**config.mk**
```make
export PLATFORM = sky130hd
export DESIGN_NAME = hazard_ctrl
export DESIGN_NICKNAME = d
export VERILOG_FILES = /design/src/rtl/hazard_pkg.sv /design/src/rtl/hazard_fwd_sel.sv /design/src/rtl/hazard_ctrl.sv
export SDC_FILE = /design/constraint.sdc
export NUM_CORES = 1
export LEC_CHECK = 0
export BUFFER_PORTS_ARGS = -buffer_cell sky130_fd_sc_hd__clkbuf_2
export CORE_MARGIN = 2
export CORE_UTILIZATION = 39
export DETAILED_ROUTE_END_ITERATION = 16
export PLACE_DENSITY_LB_ADDON = 0.1
export SYNTH_ARGS = -nofsm -noshare
export SYNTH_HDL_FRONTEND = slang
export SYNTH_SLANG_ARGS = --single-unit
```
**constraint.sdc**
```tcl
create_clock -name clk -period 1.91 [get_ports clk]
set_clock_uncertainty 0.15 [all_clocks]
set_input_delay 0.0955 -clock clk [delete_from_list [all_inputs] [get_ports clk]]
set_output_delay 0.0955 -clock clk [all_outputs]
set_load 0.02 [all_outputs]
```
**src/rtl/hazard_pkg.sv**
```systemverilog
// Shared definitions for the pipeline hazard controller: forward-select codes,
// sequencing FSM states and the register-compare helper.
package hazard_pkg;

  localparam logic [1:0] FWD_RF  = 2'b00;
  localparam logic [1:0] FWD_WB  = 2'b01;
  localparam logic [1:0] FWD_MEM = 2'b10;

  localparam logic [4:0] REG_ZERO = 5'd0;

  typedef enum logic [0:0] {
    S_RUN  = 1'b0,
    S_WAIT = 1'b1
  } hazard_state_e;

  // x0 is hardwired to zero, so a write to it must never be forwarded.
  function automatic logic reg_hit(input logic we, input logic [4:0] rd, input logic [4:0] rs);
    return we && (rd != REG_ZERO) && (rd == rs);
  endfunction

endpackage

```
**src/rtl/hazard_fwd_sel.sv**
```systemverilog
// Execute-stage operand forwarding comparator; one instance per ALU operand.
// Memory-stage results take priority over Writeback since they are younger.
module hazard_fwd_sel
  import hazard_pkg::*;
(
  input  logic [4:0] rs_e_i,
  input  logic       reg_write_m_i,
  input  logic [4:0] rd_m_i,
  input  logic       reg_write_w_i,
  input  logic [4:0] rd_w_i,
  output logic [1:0] fwd_sel_o
);

  always_comb begin
    fwd_sel_o = FWD_RF;
    if (reg_hit(reg_write_m_i, rd_m_i, rs_e_i)) begin
      fwd_sel_o = FWD_MEM;
    end else if (reg_hit(reg_write_w_i, rd_w_i, rs_e_i)) begin
      fwd_sel_o = FWD_WB;
    end
  end

endmodule

```
**src/rtl/hazard_ctrl.sv**
```systemverilog
// Stall/flush/forwarding control for the 5-stage RV32 pipe, with a data-memory
// freeze watchdog. Define HAZARD_PERF_EN to build the stall/flush perf counters.
module hazard_ctrl
  import hazard_pkg::*;
#(
  parameter int unsigned MEM_TIMEOUT = 64,
  parameter int unsigned TO_W        = 7
) (
  input  logic        clk,
  input  logic        rst,
  input  logic [4:0]  RS1_D,
  input  logic [4:0]  RS2_D,
  input  logic [4:0]  RS1_E,
  input  logic [4:0]  RS2_E,
  input  logic [4:0]  RD_E,
  input  logic        ResultSrcE,
  input  logic        PCSrcE,
  input  logic        RegWriteM,
  input  logic [4:0]  RD_M,
  input  logic        RegWriteW,
  input  logic [4:0]  RD_W,
  input  logic        dmem_req,
  input  logic        dmem_ready,
  output logic [1:0]  ForwardAE,
  output logic [1:0]  ForwardBE,
  output logic        StallF,
  output logic        StallD,
  output logic        StallE,
  output logic        StallM,
  output logic        StallW,
  output logic        FlushD,
  output logic        FlushE,
  output logic        mem_err,
  output logic [31:0] perf_stall,
  output logic [31:0] perf_flush
);

  localparam logic [TO_W-1:0] TIMEOUT      = TO_W'(MEM_TIMEOUT);
  localparam logic [TO_W-1:0] TIMEOUT_LAST = TO_W'(MEM_TIMEOUT - 1);

  logic [1:0]      fwd_a, fwd_b;
  logic            load_use, freeze;
  hazard_state_e   state_q;
  logic [TO_W-1:0] cnt_q;

  hazard_fwd_sel u_fwd_a (
    .rs_e_i        (RS1_E),
    .reg_write_m_i (RegWriteM),
    .rd_m_i        (RD_M),
    .reg_write_w_i (RegWriteW),
    .rd_w_i        (RD_W),
    .fwd_sel_o     (fwd_a)
  );

  hazard_fwd_sel u_fwd_b (
    .rs_e_i        (RS2_E),
    .reg_write_m_i (RegWriteM),
    .rd_m_i        (RD_M),
    .reg_write_w_i (RegWriteW),
    .rd_w_i        (RD_W),
    .fwd_sel_o     (fwd_b)
  );

  assign load_use = ResultSrcE && (RD_E != REG_ZERO) && ((RD_E == RS1_D) || (RD_E == RS2_D));
  assign freeze   = dmem_req && !dmem_ready;

  // All controls are held inactive while reset is asserted.
  assign ForwardAE = rst ? fwd_a : FWD_RF;
  assign ForwardBE = rst ? fwd_b : FWD_RF;

  // A taken branch redirects the PC, so a load-use stall on the wrong path is dropped.
  assign StallF = rst && (freeze || (load_use && !PCSrcE));
  assign StallD = StallF;
  assign StallE = rst && freeze;
  assign StallM = StallE;
  assign StallW = StallE;

  // A frozen branch stays in Execute; its flush fires in the first unfrozen cycle.
  assign FlushD = rst && PCSrcE && !freeze;
  assign FlushE = rst && (PCSrcE || load_use) && !freeze;

  // cnt_q counts consecutive not-ready cycles including the one that entered S_WAIT.
  always_ff @(posedge clk or negedge rst) begin
    if (!rst) begin
      state_q <= S_RUN;
      cnt_q   <= '0;
      mem_err <= 1'b0;
    end else begin
      unique case (state_q)
        S_RUN: begin
          if (freeze) begin
            state_q <= S_WAIT;
            cnt_q   <= TO_W'(1);
          end
        end
        S_WAIT: begin
          if (freeze) begin
            if (cnt_q != TIMEOUT) begin
              cnt_q <= cnt_q + 1'b1;
            end
            if (cnt_q >= TIMEOUT_LAST) begin
              mem_err <= 1'b1;
            end
          end else begin
            state_q <= S_RUN;
            cnt_q   <= '0;
          end
        end
        default: begin
          state_q <= S_RUN;
          cnt_q   <= '0;
        end
      endcase
    end
  end

`ifdef HAZARD_PERF_EN
  logic [31:0] perf_stall_q, perf_flush_q;

  always_ff @(posedge clk or negedge rst) begin
    if (!rst) begin
      perf_stall_q <= '0;
      perf_flush_q <= '0;
    end else begin
      if (StallF || StallE) begin
        perf_stall_q <= perf_stall_q + 32'd1;
      end
      if (FlushD || FlushE) begin
        perf_flush_q <= perf_flush_q + 32'd1;
      end
    end
  end

  assign perf_stall = perf_stall_q;
  assign perf_flush = perf_flush_q;
`else
  assign perf_stall = 32'h0;
  assign perf_flush = 32'h0;
`endif

endmodule

```
Word-level counts from Yosys, hierarchy flattened
Index checks and enable logic that the tools add are counted.

Bits in registers: 9. Input port bits: 43. Output and inout port bits: 76. Word-level logic and storage cells: 53.

Add/sub/neg operators: 1. Magnitude comparators: 1. Equal/unequal tests: 9. Multiplexer cells: 11. Bitwise logic cells: 1. Reduce and logical (&&, ||, !) cells: 27.

Operators by type and width (number): == test 5 bit (6); 2-to-1 mux 7 bit (3); logical AND 1 bit (16); nonzero test 5 bit (3); case mux 7 bit (2 select lines) (1); 2-to-1 mux 2 bit (4); adder 7 x 1 -> 7 bit (second input constant) (1); >= comparator 7 x 6 -> 1 bit (second input constant) (1); inequality test 7 bit (second input constant) (1); logical NOT 1 bit (3); logical OR 1 bit (3); 2-to-1 mux 1 bit (3); inequality test 3 x 2 -> 1 bit (second input constant) (1); AND reduction 3 bit (1); inequality test 2 bit (second input constant) (1); AND reduction 2 bit (1); NOT 1 bit (1).

Logic depth before layout (Yosys ltp)
Depth in word-level cells: 6. Mapped depth: 6. Mapped depth without buffers: 5.

By module
From an unflattened synthesis, not the netlist that was laid out.

Cell total of the unflattened synthesis: 188. Area, all modules: 1497.7 µm².

Modules (own cells, without submodules): hazard_ctrl (instances 1, cells each 148, area each 1194.9 µm², seq. area each 225.2 µm²); hazard_fwd_sel (instances 2, cells each 20, area each 151.4 µm², seq. area each 0.0 µm²).

Worst setup path after synthesis
Ideal clock, no wire load.

Path type: input port to output port. From: in RD_E[3]. To: out StallF. Data arrival time: 1672 ps. Required time: 1664 ps. Path slack: -7 ps. Stages on the path: 5. Buffers on the path: 1. Cell sequence: xor2_1 > nor3_1 > a22oi_1 > o41ai_1 > buf_4.

Cells in the longest elaborated chain, start to end: 6. Elaborated cells on any way between the ends: 9. Those cells by class: 2 x eq/ne; 7 x reduce/logical.

RTL lines: from (decl) (line hazard_ctrl.sv:15) `input logic [4:0] RD_E,`; == test 5 bit or nonzero test 5 bit (tied branches) (line hazard_ctrl.sv:64) `assign load_use = ResultSrcE && (RD_E != REG_ZERO) && ((RD_E == RS1_D) || (RD_E == RS2_D));`; logical OR 1 bit or logical AND 1 bit (tied branches) (line hazard_ctrl.sv:64); logical AND 1 bit * (line hazard_ctrl.sv:64); logical AND 1 bit * (line hazard_ctrl.sv:72) `assign StallF = rst && (freeze || (load_use && !PCSrcE));`; logical OR 1 bit * (line hazard_ctrl.sv:72); logical AND 1 bit * (line hazard_ctrl.sv:72); to (decl) (line hazard_ctrl.sv:26) `output logic StallF,`.

Mark *: on every way between the ends. The rest lies on a longest branch, timed or not.

Worst setup path in the final report
From: in RD_M[1]. To: out ForwardBE[0].

Cells in the longest elaborated chain, start to end: 5. Elaborated cells on any way between the ends: 6. Those cells by class: 1 x eq/ne; 2 x mux; 3 x reduce/logical.

RTL lines: from (decl) (line hazard_ctrl.sv:19) `input logic [4:0] RD_M,`; nonzero test 5 bit (line hazard_pkg.sv:18) `return we && (rd != REG_ZERO) && (rd == rs);`; logical AND 1 bit (line hazard_pkg.sv:18); logical AND 1 bit * (line hazard_pkg.sv:18); 2-to-1 mux 2 bit * (line hazard_fwd_sel.sv:16) `if (reg_hit(reg_write_m_i, rd_m_i, rs_e_i)) begin`; 2-to-1 mux 2 bit * (line hazard_ctrl.sv:69) `assign ForwardBE = rst ? fwd_b : FWD_RF;`; to (decl) (line hazard_ctrl.sv:25) `output logic [1:0] ForwardBE,`.

Marked as above.

==> impl_results.md <==
- Worst Hold Slack: 83.8 ps
- Final Max Slew Viols: 0
- Gate power share: 41.5%
- Post-synthesis cell type count: 35
- Die area: 4200 um^2
- CTS Buffer Depth: 2
- Worst path required time: 1660 ps
- Die extent in x: 64.8 um
- Die H: 64.8 um
- Setup TNS: 0 ps
- CP Data Arrival Time: 1460 ps
- Post-synth top area share: 34.8%
- Sequential area share after synthesis: 15.6%
- Post-synth top area cell: buf_4
- Crit Path Category: in2out
- # IOs: 119
- Drc violations: 0
- Avg Vias per Cell: 4.09
- Layout fillers: 402
- Initial DRC Count: 7
- Post-CTS sizing: 0
- Tcrit/Tclk final: 89.1%
- First-pass GRT wire length: 4520 um
- Post-CTS Setup Bufs: 0
- Dpl cells: 277
- Synthesized area: 1440 um^2
- Sink Count: 9
- PwrDens: 461 nW/um^2
- Post-DRT Antenna Nets: 0
- RSZ-0062 raised after global routing: no
- # rows: 22
- Initial antenna violation count: 0
- Core Region: 3610 um^2
- CTS H-tree lvls: 1
- Largest cells by area after synthesis: buf_4 35%, xor2_1 16%, dfrtp_1 16%, xnor2_1 3.6%, nand3_1 2.8%
- Post-Layout Inst Area: 1590 um^2
- Mean Syn Cell Area: 8.11 um^2
- Fraction of power spent switching nets: 40.7%
- Internal power: 434 uW
- GR Overflow Total: 0
- Non-Filler Instances: 282
- Total vias in the final route: 1,153
- Fmax: 588 MHz
- Vias in the first global route: 1,026
- Crit end category: output pin
- Initial Utilization: 40.0%
- HP Class: in2reg
- Dpl hpwl: 2390 um
- Share of post-route cells with drive strength above 1: 27.8%
- Cts hold-fix bufs: 1
- GRT Total Usage: 13.2%
- WL/cell: 9.86 um
- Crit path time final: 1700 ps
- Clock slew at reported path FFs: 50 ps
- Max Cap Viol: 0
- Outcome: finished clean
- Post-synthesis async set-or-reset flop share: 100%
- Total CTS buffers: 3
- # port buffers: 54
- Root Buffer: clkbuf_8
- FF+latch count, synth: 9
- N_diodes: 0
- Number of flops mapped to enable cells by yosys: 0
- Cell count after synthesis: 178
- CTS tree: yes
- Max VDD drop: 0.000262 V
- Final Wtd Congestion: 0.792
- Crit-path max FO: 3
- P_leak: 0.000880 uW
- Area delta synth->final: 9.79%
- Reg power frac: 28.2%
- First-pass iteration count of the detailed router: 4
- Largest net degree at the start of global routing: 10
- Synth Flop Type: dfrtp_1
- Synth Warn #: 0
- Clock latency on the worst-skew pair: 230 ps
- CP startpoint kind: primary input
- Switching power: 298 uW
- Setup-failing EPs final: 0
- Clock share of power: 30.4%
- Final net count: 280
- Dpl cell area: 1530 um^2
- Routed wire length: 2780 um
- Hold Fails Final Rpt: 0
-- layout by cell type, fill, tap and decap left out, types with 2 or more instances in the layout --
cell type / instances
conb_1: 64
clkbuf_2: 54
xor2_1: 27
dfrtp_1: 9
nand3_1: 8
inv_1: 6
xnor2_1: 6
nand2_1: 6
o22ai_1: 5
or4_1: 4
nor4_1: 3
nor2_1: 3
o21ai_0: 3
clkbuf_8: 3
buf_4: 3
nor4_2: 2
nor3_1: 2
and2_1: 2
a31oi_1: 2
nor2b_1: 2
ha_1: 2
-- power by group through the flow --
stage | registers, uW | clock network [uW] | logic, uW
4_1_cts | 206 | 230 | 303
3_3_place_gp | 209 | 0 | 301
2_1_floorplan | 206 | 0 | 311
5_1_grt | 207 | 240 | 333
6_report | 206 | 222 | 303
3_5_place_dp | 209 | 0 | 299
-- per-layer routing --
metal  global-route usage [%]  vias up  part of all wire (%)
met5                        0        -                     0
met4                     1.60        0                     0
met3                     2.78        0                   9.1
met2                     23.3       69                    47
met1                     16.8      507                    43
li1                         -      577                     -
-- cell usage after synthesis, types with 3 or more instances --
library cell and n:
buf_4 67, or4_1 4, o22ai_1 5, dfrtp_1 9
nor4_1 3, xor2_1 27, nand2_1 6, xnor2_1 6
nand3_1 8, inv_1 6, nor2_1 3, o21ai_0 3
-- sequential cells by signal, indices dropped and copies added, names as in the netlist --
name	flops
cnt_q	7
mem_err	1
state_q	1
-- through the flow --
| step | power (uW) | setup WS, ps | util [%] |
|---|---|---|---|
| after floorplan | 517 | 307 | - |
| after global placement | 510 | 239 | 42.4 |
| after detailed placement | 508 | 182 | 42.4 |
| after CTS | 739 | 183 | 44.0 |
| after global routing | 780 | 108 | 44.0 |
| final | 731 | 209 | 44.0 |
-- area by class of cell --
cell class,count,area [um^2],area share (%)
sequential,9,225,14.2
tap,48,60.1,3.79
clock buffer,4,45.0,2.84
inverter,6,22.5,1.42
multi-input combinational,157,930,58.6
timing repair buffer,58,303,19.1
-- critical path: stages --
cell      delay (ps)
clkbuf_2         110
or4_4            530
o21ai_2          140
nor4_1            90
nor4_2           270
clkbuf_2         210
-- path summary, 6_finish.rpt --
kind                       cells past startpoint      endpoint      from  slack (ps)
max in group asynchronous                      3      cnt_q[0]       rst         960
max reg2reg                                    4      cnt_q[0]  cnt_q[5]         440
min                                            3      cnt_q[5]  dmem_req          80
min in group asynchronous                      3       mem_err       rst         360
max                                            6  ForwardBE[0]   RD_M[1]         210
min reg2reg                                    1       mem_err   mem_err         330
-- cells by family after synthesis --
group           synth area share, %
compound gates                 9.97
xor+xnor                       20.0
fa+ha+maj                      1.73
buf+inv                        36.9
flops                          15.6
mux                           0.693
other cells                   0.260
simple gates                   14.8
Note: power is estimated with default switching activity, not from simulation.
